--- config.mk ---
export PLATFORM = sky130hd
export DESIGN_NAME = param_sync_fifo
export DESIGN_NICKNAME = d
export VERILOG_FILES = /design/src/rtl/fifo_pkg.sv /design/src/rtl/fifo_mem.sv /design/src/rtl/param_sync_fifo.sv
export SDC_FILE = /design/constraint.sdc
export NUM_CORES = 1
export LEC_CHECK = 0
export CAP_MARGIN = 30
export CORE_ASPECT_RATIO = 1.2
export CORE_MARGIN = 1.5
export CORE_UTILIZATION = 30
export CTS_CLUSTER_SIZE = 20
export DETAILED_ROUTE_END_ITERATION = 8
export GPL_ROUTABILITY_DRIVEN = 1
export PLACE_DENSITY_LB_ADDON = 0.3
export SETUP_SLACK_MARGIN = 0.3
export SLEW_MARGIN = 20
export SYNTH_ARGS = -nofsm -noshare
export SYNTH_HDL_FRONTEND = slang
export SYNTH_SLANG_ARGS = --single-unit
--- constraint.sdc ---
create_clock -name clk -period 3.7 [get_ports clk]
set_clock_uncertainty 0.1 [all_clocks]
set_input_delay 0.74 -clock clk [delete_from_list [all_inputs] [get_ports clk]]
set_output_delay 0.74 -clock clk [all_outputs]
set_load 0.005 [all_outputs]
--- src/rtl/fifo_pkg.sv ---
// Shared types and helpers for the parameterised synchronous FIFO.
//   fifo_mode_e : read-side behaviour (registered read or first-word-fall-through)
//   next_ptr    : pointer increment with an explicit wrap at depth-1, valid for any depth
package fifo_pkg;

    typedef enum logic {
        FIFO_STD  = 1'b0,
        FIFO_FWFT = 1'b1
    } fifo_mode_e;

    // Wraps from depth-1 back to 0; depth need not be a power of two.
    function automatic int unsigned next_ptr(input int unsigned ptr, input int unsigned depth);
        return (ptr == depth - 1) ? 0 : ptr + 1;
    endfunction

endpackage

--- src/rtl/fifo_mem.sv ---
// WIDTH x DEPTH register array, one synchronous write port, one asynchronous read port.
// Contents are not reset.
//   clk     : clock
//   wr_en   : write strobe
//   wr_addr : write address
//   wr_data : write data
//   rd_addr : read address
//   rd_data : combinational read data at rd_addr
module fifo_mem
    import fifo_pkg::*;
#(
    parameter int unsigned WIDTH = 8,
    parameter int unsigned DEPTH = 4
) (
    input  logic                     clk,
    input  logic                     wr_en,
    input  logic [$clog2(DEPTH)-1:0] wr_addr,
    input  logic [WIDTH-1:0]         wr_data,
    input  logic [$clog2(DEPTH)-1:0] rd_addr,
    output logic [WIDTH-1:0]         rd_data
);

    logic [WIDTH-1:0] mem [DEPTH];

    // Storage write
    always_ff @(posedge clk) begin
        if (wr_en) begin
            mem[wr_addr] <= wr_data;
        end
    end

    assign rd_data = mem[rd_addr];

endmodule

--- src/rtl/param_sync_fifo.sv ---
// Single-clock FIFO with any DEPTH >= 2, selectable standard / FWFT read mode,
// almost-full/almost-empty thresholds, occupancy output, synchronous flush and
// sticky overflow/underflow flags.
//   clk, rst_n    : clock, asynchronous active-low reset
//   flush         : synchronous clear of contents and sticky flags
//   wr_en/wr_data : write request and data
//   rd_en         : read (STD) or pop/acknowledge (FWFT)
//   rd_data       : read data; rd_valid qualifies it
//   empty/full/almost_empty/almost_full/level : status from the registered level
//   overflow/underflow : sticky error flags
module param_sync_fifo
    import fifo_pkg::*;
#(
    parameter int unsigned WIDTH     = 8,
    parameter int unsigned DEPTH     = 4,
    parameter fifo_mode_e  MODE      = FIFO_STD,
    parameter int unsigned AF_THRESH = DEPTH - 1,
    parameter int unsigned AE_THRESH = 1
) (
    input  logic                       clk,
    input  logic                       rst_n,
    input  logic                       flush,
    input  logic                       wr_en,
    input  logic [WIDTH-1:0]           wr_data,
    input  logic                       rd_en,
    output logic [WIDTH-1:0]           rd_data,
    output logic                       rd_valid,
    output logic                       empty,
    output logic                       full,
    output logic                       almost_empty,
    output logic                       almost_full,
    output logic [$clog2(DEPTH+1)-1:0] level,
    output logic                       overflow,
    output logic                       underflow
);

    localparam int unsigned PW = $clog2(DEPTH);
    localparam int unsigned LW = $clog2(DEPTH + 1);

    // Elaboration-time parameter sanity
    if (DEPTH < 2) begin : g_bad_depth
        $fatal(1, "param_sync_fifo: DEPTH must be >= 2");
    end
    if (AF_THRESH > DEPTH) begin : g_bad_af
        $fatal(1, "param_sync_fifo: AF_THRESH must be <= DEPTH");
    end
    if (AE_THRESH >= DEPTH) begin : g_bad_ae
        $fatal(1, "param_sync_fifo: AE_THRESH must be < DEPTH");
    end

    logic [PW-1:0]    wr_ptr;
    logic [PW-1:0]    rd_ptr;
    logic [LW-1:0]    level_q;
    logic [WIDTH-1:0] mem_rd_data;
    logic [WIDTH-1:0] rd_data_q;
    logic             rd_valid_q;
    logic             overflow_q;
    logic             underflow_q;
    logic             rd_acc_c;
    logic             wr_acc_c;

    // Status flags, all from the registered level
    assign empty        = (level_q == '0);
    assign full         = (level_q == LW'(DEPTH));
    assign almost_empty = (level_q <= LW'(AE_THRESH));
    assign almost_full  = (level_q >= LW'(AF_THRESH));
    assign level        = level_q;
    assign overflow     = overflow_q;
    assign underflow    = underflow_q;

    // A write into a full FIFO is accepted when a pop frees a slot in the same cycle
    assign rd_acc_c = rd_en && !empty;
    assign wr_acc_c = wr_en && (!full || rd_acc_c);

    fifo_mem #(
        .WIDTH (WIDTH),
        .DEPTH (DEPTH)
    ) u_mem (
        .clk     (clk),
        .wr_en   (wr_acc_c && !flush),
        .wr_addr (wr_ptr),
        .wr_data (wr_data),
        .rd_addr (rd_ptr),
        .rd_data (mem_rd_data)
    );

    // Pointers, level, sticky flags and the standard-mode read register
    always_ff @(posedge clk or negedge rst_n) begin
        if (!rst_n) begin
            wr_ptr      <= '0;
            rd_ptr      <= '0;
            level_q     <= '0;
            overflow_q  <= 1'b0;
            underflow_q <= 1'b0;
            rd_valid_q  <= 1'b0;
            rd_data_q   <= '0;
        end else if (flush) begin
            wr_ptr      <= '0;
            rd_ptr      <= '0;
            level_q     <= '0;
            overflow_q  <= 1'b0;
            underflow_q <= 1'b0;
            rd_valid_q  <= 1'b0;
        end else begin
            if (wr_acc_c) begin
                wr_ptr <= PW'(next_ptr(32'(wr_ptr), DEPTH));
            end
            if (rd_acc_c) begin
                rd_ptr <= PW'(next_ptr(32'(rd_ptr), DEPTH));
            end
            case ({wr_acc_c, rd_acc_c})
                2'b10:   level_q <= level_q + LW'(1);
                2'b01:   level_q <= level_q - LW'(1);
                default: level_q <= level_q;
            endcase
            if (wr_en && full && !rd_acc_c) begin
                overflow_q <= 1'b1;
            end
            if (rd_en && empty) begin
                underflow_q <= 1'b1;
            end
            rd_valid_q <= (MODE == FIFO_STD) && rd_acc_c;
            if ((MODE == FIFO_STD) && rd_acc_c) begin
                rd_data_q <= mem_rd_data;
            end
        end
    end

    // FWFT exposes the head word directly; zero while empty keeps the output defined
    assign rd_data  = (MODE == FIFO_FWFT) ? (empty ? '0 : mem_rd_data) : rd_data_q;
    assign rd_valid = (MODE == FIFO_FWFT) ? !empty : rd_valid_q;

endmodule
Word-level counts from Yosys, hierarchy flattened:

Memory sizes are Yosys's and may differ from the RTL's. A register that Yosys moved wholly into a read port is not among the register bits.
Index checks and enable logic that the tools add are counted.

* register bits after elaboration: 10
* memories kept: 1
* word-level logic and storage cells: 53
* bits in writable memories: 32
* bits of input ports: 13

* bitwise logic cells: 1
* eq/ne operators: 5
* order comparisons: 2
* $add $sub $neg: 4
* mux-type cells: 15
* reductions and logical operators: 19

Memories
* u_mem.mem: depth 4, width 8, read ports 1, clocked after memory_dff 1, wr ports 1, line fifo_mem.sv:23 `logic [WIDTH-1:0] mem [DEPTH];`

Operator list (number)
* 2-to-1 mux 2 bit: 6
* nonzero test 2 bit: 4
* 2-to-1 mux 1 bit: 7
* == test 2 bit, second input constant: 3
* logical AND 1 bit: 6
* one-hot mux 3 bit (2 select lines): 1
* logical NOT 1 bit: 5
* adder 2 x 1 -> 2 bit, second input constant: 2
* adder 3 x 1 -> 3 bit, second input constant: 1
* == test 3 bit, second input constant: 1
* greater-or-equal comparator 3 x 2 -> 1 bit, second input constant: 1
* <= comparator 3 x 1 -> 1 bit, second input constant: 1
* logical NOT 3 bit: 1
* 2-to-1 mux 3 bit: 1
* nonzero test 3 bit: 1
* subtractor 3 x 1 -> 3 bit, second input constant: 1
* == test 2 x 1 -> 1 bit, second input constant: 1
* AND reduction 2 bit: 1
* logical OR 1 bit: 1
* NOT 1 bit: 1

Longest topological paths before layout:

Gate-level depths: netlist of the first run.

* word-level depth: 8
* mapped depth: 6
* mapped depth without buffers: 6

Modules after synthesis:

A second synthesis of the first run with hierarchy kept.

* cells, all modules: 140
* area, all modules: 2165.8 µm²

By module, submodules not included
* fifo_mem: area an instance 1188.6 µm², cells an instance 46, instances 1
* param_sync_fifo: area an instance 977.2 µm², cells an instance 94, instances 1

Least setup slack after synthesis of the first run:

No wires, ideal clock.

* kind: input port to flip-flop
* start: input wr_en
* end: memory u_mem.mem[3][0] (enable)
* stages on the path: 4
* data arrival time: 1.466 ns
* required time: 3.268 ns
* setup slack: 1.803 ns
* buffers on the path: 1
* cell sequence: buf_2 -> o21ai_1 -> nor2_1 -> and2_1

* word-level cells in the longest chain between the ends: 4

Ends and longest elaborated chain
* start, declared: line param_sync_fifo.sv:23 `input logic wr_en,`
* logical AND 1 bit: line param_sync_fifo.sv:73 `assign wr_acc_c = wr_en && (!full || rd_acc_c);`
* logical AND 1 bit: line param_sync_fifo.sv:80 `.wr_en (wr_acc_c && !flush),`
* 2-to-1 mux 1 bit: line fifo_mem.sv:27 `if (wr_en) begin`
* 2-to-1 mux 1 bit (not written as such): line fifo_mem.sv:28 `mem[wr_addr] <= wr_data;`
* end, declared: line fifo_mem.sv:23

No other way between the ends.

Final worst setup path of the first run:

* start: register level_q[1], in the netlist level[1]
* end: output empty

* word-level cells in the longest chain between the ends: 1

Ends and longest elaborated chain
* start, declared: line param_sync_fifo.sv:53 `logic [LW-1:0] level_q;`
* start signal, assigned: line param_sync_fifo.sv:112 `2'b10: level_q <= level_q + LW'(1);`
* start signal, assigned: line param_sync_fifo.sv:113 `2'b01: level_q <= level_q - LW'(1);`
* start signal, assigned: line param_sync_fifo.sv:114 `default: level_q <= level_q;`
* logical NOT 3 bit: line param_sync_fifo.sv:63 `assign empty = (level_q == '0);`
* end, declared: line param_sync_fifo.sv:28 `output logic empty,`

No other way between the ends.

==> results of run 1 <==
Yosys cell counts, types with 2 or more instances:
cell / instances
inv_1: 6
mux2i_1: 4
o21ai_0: 4
o21ai_1: 2
mux2_4: 9
a21oi_1: 7
ha_1: 10
and2_1: 6
edfxtp_1: 32
nor2b_1: 2
a211oi_1: 2
nand2_1: 3
nor2_1: 9
mux4_2: 8
dfrtp_1: 18
or3_1: 2
registers in the layout, indices dropped and copies added, names as in the netlist:
| register | flops |
|---|---|
| level | 3 |
| overflow | 1 |
| rd_data | 8 |
| rd_ptr | 2 |
| rd_valid | 1 |
| u_mem.mem | 32 |
| underflow | 1 |
| wr_ptr | 2 |
worst register-to-register path, cell delays in order (launching register included):
cell and delay, ps:
dfrtp_1 440, inv_1 130, ha_1 280, nand2_1 140, o21ai_1 120, nor2_1 200
and2_1 400
how the worst min path moves through the flow:
stage / startpoint / end / slack (ps) / cells past startpoint
after floorplan: rst_n / level[0] / 340 / 0
after global placement: overflow / overflow / 390 / 2
after detailed placement: overflow / overflow / 390 / 2
after CTS: overflow / overflow / 420 / 2
after global routing: rd_data[1] / rd_data[1] / 460 / 1
final: overflow / overflow / 410 / 2
area by class of cell:
class | count | area (sq um) | area share
multi-input combinational | 77 | 758 | 0.276
inverter | 6 | 22.5 | 0.00821
tap | 90 | 113 | 0.0410
clock buffer | 5 | 68.8 | 0.0251
clock inverter | 3 | 47.5 | 0.0173
timing repair buffer | 32 | 323 | 0.118
sequential | 50 | 1410 | 0.514
metrics by stage:
| stage | hold slack (ps) | util | cell area, sq um |
|---|---|---|---|
| 2_1_floorplan | 344 | - | 2220 |
| 3_3_place_gp | 388 | 0.361 | 2610 |
| 3_5_place_dp | 393 | 0.361 | 2610 |
| 4_1_cts | 415 | 0.377 | 2730 |
| 5_1_grt | 456 | 0.379 | 2740 |
| 6_report | 407 | 0.379 | 2740 |
cell usage in the layout, fill, tap and decap left out, drive strengths merged:
master | synthesis | final
inv | 6 | 8
a21oi | 7 | 7
or3 | 2 | 2
nand2b | 2 | 2
and2 | 6 | 6
ha | 10 | 10
nor2 | 10 | 10
nand3 | 1 | 1
nor4b | 1 | 1
o21ai | 6 | 6
nand2 | 3 | 3
clkdlybuf4s50 | 0 | 30
dfrtp | 18 | 18
a31oi | 1 | 1
nand3b | 1 | 1
edfxtp | 32 | 32
mux2 | 9 | 9
a22o | 1 | 1
bufinv | 0 | 1
mux4 | 8 | 8
buf | 4 | 2
nor2b | 3 | 3
mux2i | 4 | 4
a211oi | 2 | 2
clkbuf | 1 | 5
layer usage:
layer | part of all wire | wire (um) | up-vias
met3 | 0.034 | 138 | 5
met1 | 0.49 | 1990 | 599
met2 | 0.45 | 1830 | 22
met4 | 0.021 | 83 | 0
met5 | 0 | 0 | -
li1 | - | - | 581
power groups by stage:
stage / combinational, uW / sequential, uW / clock [uW]
after global placement: 596 / 774 / 0
after detailed placement: 597 / 775 / 0
after global routing: 653 / 782 / 436
after floorplan: 376 / 740 / 0
final: 594 / 763 / 405
after CTS: 600 / 765 / 413
kinds of logic (layout without fill, tap and decap cells):
family,count (synthesis),after routing
mux,21,21
simple gates,29,29
fa+ha+maj,10,10
compound gates,17,17
buf+inv,11,46
flops,50,50
==> flow_summary.yaml, run 1 <==
logic_synthesis:
  yosysSeqAreaShare: 0.635
  yosysTopAreaCell: "edfxtp_1"
  synth_xor_area_frac: 0
  synth_adder_area_share: 0.0563
  synth-simple-area-share: 0.0822
  netlist.area_leader.share: 0.432
  synth_edf_count: 32
  yosys-top-cells-area: "edfxtp_1 43%, dfrtp_1 20%, mux4_2 8.1%"
  synthMuxAreaShare: 0.160
  ys_warn_count: 0
  synth_compound_area_frac: 0.0428
  netlist_area_sq_um: 2220
  syn_avg_cell_area_sq_um: 16.1
  ys_types: 30
  synth-async-reset-ratio: 0.360
  yosys_register_bits: 50
  syn_nets: 161
  syn_inst: 138
  synth-main-ff-cell: "edfxtp_1"
  synth_top_family_by_area: "multiplexers"
global_routing:
  met3_usage: 0.0263
  grt_max_degree: 19
  use_met2: 0.167
  antenna_found_initial: 0
  grt_pass1_wl_um: 6810
  overflow: 0
  grt_use_met1: 0.163
  grt_pass1_vias: 1283
  grtUsageTotal: 0.115
  busiest_layer: "met2"
setup_path:
  path_cells: "inv_1, ha_1, nor2b_4, clkdlybuf4s50_1"
  crit_required_ps: 2860
  worst_ep_arrival_time_ps: 1930
  r2r_end: "u_mem.mem[1][1]"
  critPathKind: "flop to output pin"
  r2r_setup_slack_ps: 1560
  worst_setup_path_start_kind: "flop"
  worst-path-buf-inv: 2
  cp-startpoint: "level[1]"
  slowest_stage: "clkdlybuf4s50_1"
  cpPeakStageDelay_ps: 510
  path_depth: 4
  critPathCapture: "empty"
  critPathMaxFanout: 6
  cp_top_family: "buffers and inverters"
  r2r_cells: 6
  end_kind: "output pin"
  reg2reg_from: "level[0]"
pwr:
  sw_frac_of_total: 0.279
  p_int_uw: 1270
  power.share.combinational: 0.337
  cellPowerDensity_nw_per_um2: 642
  p_seq_frac: 0.433
  p_sw_uw: 492
  p_clk_frac: 0.230
  power_uw: 1760
  p_leak_uw: 0.00104
  ir_worst_vdd_v: 0.000229
finish:
  drive_gt1_frac: 0.173
  syn_to_final_growth_pct: 23.4
  fillers: 691
  final_cells: 263
  nets: 195
  n_antenna_cell: 0
detailed_routing:
  via_per_inst: 4.59
  drt-pass1-iter-count: 4
  wl_per_cell_um: 15.4
  dr.first_iter.drc_count: 119
  wl_um: 4040
  dr_total_vias: 1207
  drc: 0
  postRouteAntennaNets: 0
run:
  drv_cap: 0
placement:
  pre_cts_ws_ps: 981
  place_congestion: 0.728
  port_buffers: 30
  hpwl_um: 2860
  place_inst: 254
sta:
  setup_viol: 0
  period_needed_ps: 2770
  rsz0062_at_grt: "no"
  tightest_slew_ps: 578
  worst_slack_ps: 928
  slew_headroom: 0.614
  finalCritPeriodShare: 0.749
  hold_violations: 0
  timing.setup.tns_ps: 0
  fmax_ghz: 0.361
  drv_slew: 0
floorplanning:
  die_y_um: 97.3
  dieArea_sq_um: 7940
  die_x_um: 81.6
  ios: 31
  core_sq_um: 7230
  fp-row-count: 34
  start_util: 0.307
clocking:
  clock_latency_ps: 310
  clock-sinks: 50
  cts_setup_buffers: 0
  max-clock-path-buffers: 2
  cts_tree: "done"
  cts_resized: 0
  cts-root-buf: "clkbuf_8"
  cts_inserted_buffers: 5
  path_clk_slew_ps: 90
  htreeDepth: 2
  postCtsHoldBufs: 0
hold_path:
  hold_path_class: "flop to flop"
status:
  status: "completed"
Power figures use the tool's default switching activity.
==> inputs of run 2 (changes only) <==
clock period = 2.7 ns   (was 3.7 ns; I/O delays follow)
==> run 2 against run 1 <==
- register-to-register slack got worse by 980 ps
- utilization up 0.69 points
- sequential cell count did not move
- setup slack worse by 520 ps
- final area up 1.8%
- first-iteration DRC count fell by 40%
- wire length fell by 2.6%
- highest routed layer unchanged
==> flow_summary.yaml, run 2 (synthesized netlist as in run 1, its figures left out) <==
status:
  status: "completed"
finish:
  n_antenna_cell: 0
  top_register: "u_mem.mem"
  drive_gt1_frac: 0.218
  syn_to_final_growth_pct: 25.7
  multi_input_area_sq_um: 771
  final_common_cell: "edfxtp_1"
  regArea_sq_um: 1410
  fillers: 682
  mostFrequentLayoutCells: "32 x edfxtp_1, 27 x clkdlybuf4s50_1, 17 x dfrtp_1"
  nets: 201
  largest_reg_flops: 32
placement:
  pre_cts_ws_ps: 425
  port_buffers: 30
  hpwl_um: 2730
  place_congestion: 0.793
clocking:
  max-clock-path-buffers: 2
  htreeDepth: 2
  cts_inserted_buffers: 5
  cts-root-buf: "clkbuf_8"
  clock_latency_ps: 300
  postCtsHoldBufs: 0
  clock-sinks: 50
  path_clk_slew_ps: 90
  cts_tree: "done"
hold_path:
  hold_start: "overflow"
  holdPathStages: 2
  min_to: "overflow"
  hold_path_class: "flop to flop"
detailed_routing:
  drt-pass1-iter-count: 4
  wl_per_cell_um: 14.6
  dr_total_vias: 1226
  highest_layer: "met4"
  postRouteAntennaNets: 0
  routed-wl-met3_um: 111
  wl_um: 3940
  drc: 0
  dr.first_iter.drc_count: 71
  wl_met2_um: 1960
  via_per_inst: 4.56
  wl_met1_um: 1780
sta:
  tightest_slew_ps: 611
  setup_viol: 0
  worst_slack_ps: 412
  fmax_ghz: 0.437
  period_needed_ps: 2290
  drv_slew: 0
  hold_violations: 0
  slew_headroom: 0.593
  rsz0062_at_grt: "no"
  timing.setup.tns_ps: 0
  finalCritPeriodShare: 0.847
floorplanning:
  die_y_um: 97.3
  core_sq_um: 7230
  ios: 31
  fp-row-count: 34
  dieArea_sq_um: 7940
  start_util: 0.307
  die_x_um: 81.6
run:
  drv_cap: 0
setup_path:
  critPathMaxFanout: 4
  critPathKind: "flop to output pin"
  crit_required_ps: 2060
  r2r_setup_slack_ps: 580
  worst_setup_path_start_kind: "flop"
  cp-startpoint: "level[0]"
  r2r_cells: 7
  reg2reg_from: "level[0]"
  end_kind: "output pin"
  worst_ep_arrival_time_ps: 1650
  r2r_end: "u_mem.mem[1][6]"
pwr:
  cellPowerDensity_nw_per_um2: 873
  p_clk_frac: 0.216
  p_sw_uw: 667
  p_leak_uw: 0.00109
  p_int_uw: 1770
  sw_frac_of_total: 0.273
  power_uw: 2440
  power.share.combinational: 0.358
  p_seq_frac: 0.426
  ir_worst_vdd_v: 0.000382
global_routing:
  grt_max_degree: 19
  antenna_found_initial: 0
  grtUsageTotal: 0.113
  grt_pass1_wl_um: 6660
  overflow: 0
  grt_pass1_vias: 1241
==> run 2: timing repair <==
action / 4_1_cts / 5_1_grt
setup endpoints to repair: 3 / 3
resized for setup: 6 / 2
setup buffers: 2 / 2
==> run 2: worst max path at each step <==
stage | endpoint | slack, ps
floorplan | u_mem.mem[3][0] | 880
global placement | u_mem.mem[1][5] | 440
detailed placement | u_mem.mem[1][5] | 420
CTS | empty | 310
global route | almost_empty | 310
finish | almost_empty | 410
==> run 2: power by group through the flow <==
stage / Sequential [uW] / Combinational [uW] / Clock, uW
floorplan: 1010 / 515 / 0
global placement: 1060 / 824 / 0
detailed placement: 1060 / 824 / 0
CTS: 1050 / 872 / 543
global route: 1060 / 963 / 574
finish: 1040 / 873 / 528
==> run 2: worst max-delay path, cell delays in order, from the launching register on <==
cell             delay (ps)
dfrtp_1                 420
buf_4                   150
ha_1                    180
a21oi_1                 110
nor2_1                   50
clkdlybuf4s50_1         440
==> run 2: final cells by class <==
type | count | share of cell area
multi-input cells | 77 | 0.276
clock inverters | 3 | 0.0152
repair buffers | 38 | 0.130
inverters | 6 | 0.00806
clock buffers | 5 | 0.0246
well taps | 90 | 0.0403
flip-flops and latches | 50 | 0.506
==> run 2: per-stage QoR <==
stage | util | instances | area [sq um] | hold WS [ps]
6_report | 0.386 | 269 | 2790 | 409
3_5_place_dp | 0.364 | 257 | 2640 | 392
2_1_floorplan | - | 138 | 2220 | 144
5_1_grt | 0.386 | 269 | 2790 | 434
4_1_cts | 0.384 | 267 | 2770 | 421
3_3_place_gp | 0.364 | 257 | 2640 | 397
==> run 2: metal layers <==
layer	vias to the layer above	track usage
li1	589	-
met1	610	0.152
met2	18	0.176
met3	9	0.0272
met4	0	0.0430
met5	-	0
==> inputs of run 3 (changes only) <==
clock period = 1.9 ns   (was 2.7 ns; I/O delays follow)
==> run 3 against run 2 <==
- global-route usage increased by 1.1 points
- clock power increased by 21%
- non-clock buffer count is 22 higher
- die area unchanged
- final cell count grew 8.6%
- via count increased by 9.2%
- largest cell class unchanged
- total power increased by 59%
- final area rose by 12%
- utilization increased by 4.8 points
- the run now ends with negative setup slack left
- combinational power is 100% higher
- sequential share of layout area down 5.6 points
==> flow_summary.yaml, run 3 (synthesized netlist as in run 1, its figures left out) <==
setup_path:
  cpPeakStageDelay_ps: 430
  slowest_stage: "dfrtp_1"
  end_kind: "output pin"
  worst_setup_path_start_kind: "flop"
  cp_common_cell: "ha_4"
  crit_required_ps: 1420
  critPathMaxFanout: 3
  path_cells: "buf_4, ha_4, ha_4, nor2_2, o21ai_1, buf_2"
  worst_ep_arrival_time_ps: 1470
  critPathKind: "flop to output pin"
global_routing:
  grt_pass1_vias: 1449
  grt_max_degree: 19
  grt_pass1_wl_um: 7300
  overflow: 0
  grtUsageTotal: 0.124
  antenna_found_initial: 0
floorplanning:
  ios: 31
  die_x_um: 81.6
  die_y_um: 97.3
  dieArea_sq_um: 7940
  core_sq_um: 7230
  start_util: 0.307
  fp-row-count: 34
placement:
  hpwl_um: 3170
  place_congestion: 0.772
  port_buffers: 30
  place_inst: 268
pwr:
  p_clk_frac: 0.164
  sw_frac_of_total: 0.309
  p_int_uw: 2680
  p_sw_uw: 1200
  p_leak_uw: 0.00127
  cellPowerDensity_nw_per_um2: 1240
  p_seq_frac: 0.379
  ir_worst_vdd_v: 0.000560
  power.share.combinational: 0.457
status:
  violations: "negative setup slack"
  status: "complete, but fails checks"
clocking:
  clock-sinks: 50
  htreeDepth: 2
  cts_tree: "done"
  clock_latency_ps: 300
  cts_inserted_buffers: 5
  path_clk_slew_ps: 100
  postCtsHoldBufs: 0
  max-clock-path-buffers: 2
  cts-root-buf: "clkbuf_8"
detailed_routing:
  wl_um: 4670
  dr.first_iter.drc_count: 28
  dr_total_vias: 1339
  via_per_inst: 4.59
  postRouteAntennaNets: 0
  drc: 0
  wl_per_cell_um: 16.0
  drt-pass1-iter-count: 4
finish:
  final_cells: 292
  drive_gt1_frac: 0.465
  final_util: 0.435
  largest_reg_flops: 32
  syn_to_final_growth_pct: 41.4
  mostFrequentLayoutCells: "32 x edfxtp_1, 17 x buf_6, 16 x dfrtp_1"
  final_common_cell: "edfxtp_1"
  fillers: 638
  nets: 224
  n_antenna_cell: 0
  top_register: "u_mem.mem"
sta:
  period_needed_ps: 1950
  fin_hold_ws_ps: 302
  slew_headroom: 0.682
  rsz0062_at_grt: "yes"
  hold_violations: 0
  worst_slack_ps: -53.9
  fmax_ghz: 0.512
  finalCritPeriodShare: 1.03
  drv_slew: 0
  setup_viol: 1
  tightest_slew_ps: 476
run:
  drv_cap: 0
hold_path:
  hold_path_class: "input port to async pin"
[run 3: critical path: cells and delay by family, from the launching register on]
family	cells	cell delay, ps
fa+ha+maj	2	310
compound gates	1	70
simple gates	1	60
flops	1	430
buf+inv	2	290
[run 3: cell type report]
| type | count | area [sq um] | area share |
|---|---|---|---|
| repair buffers | 60 | 553 | 0.176 |
| clock inverters | 3 | 26.3 | 0.00836 |
| clock buffers | 5 | 68.8 | 0.0219 |
| flip-flops and latches | 50 | 1410 | 0.450 |
| inverters | 6 | 27.5 | 0.00876 |
| multi-input cells | 78 | 941 | 0.299 |
| well taps | 90 | 113 | 0.0358 |
[run 3: stage by stage]
stage	cell area (sq um)	setup slack (ps)	power (uW)	TNS, ps
floorplan	2250	198	2220	0
global placement	2750	-7.99	2840	-223
detailed placement	2750	-38.2	2880	-211
CTS	3050	-57.4	3760	-57.5
global route	3140	-93.5	4110	-142
finish	3140	-53.9	3880	-53.9
[run 3: repair_timing]
item,in CTS,in global routing
pin swaps,18,15
endpoints found under the setup margin,65,54
resized for setup,69,16
buffers inserted,11,4
cloned,1,0
[run 3: path summary, 6_finish.rpt]
kind	slack, ps	start	cells after the start	endpoint
hold reg to reg	400	overflow	2	overflow
hold / removal	300	rst_n	2	level[1]
setup reg to reg	70	level[0]	9	u_mem.mem[0][2]
setup / recovery	-50	level[0]	6	almost_full
min in group clk	400	overflow	2	overflow
max in group asynchronous	1180	rst_n	2	rd_ptr[0]
[run 3: power groups by stage]
stage	combinational (uW)	clock, uW	sequential (uW)
global placement	1340	0	1500
finish	1770	638	1470
CTS	1630	656	1480
detailed placement	1380	0	1500
global route	1900	711	1500
floorplan	775	0	1440
[run 3: routing by layer]
layer	vias to the layer above	share of wire	global-route usage
met5	-	0	0
met4	0	0.014	0.0482
met3	7	0.034	0.0291
met2	29	0.56	0.214
met1	669	0.40	0.145
li1	634	-	-
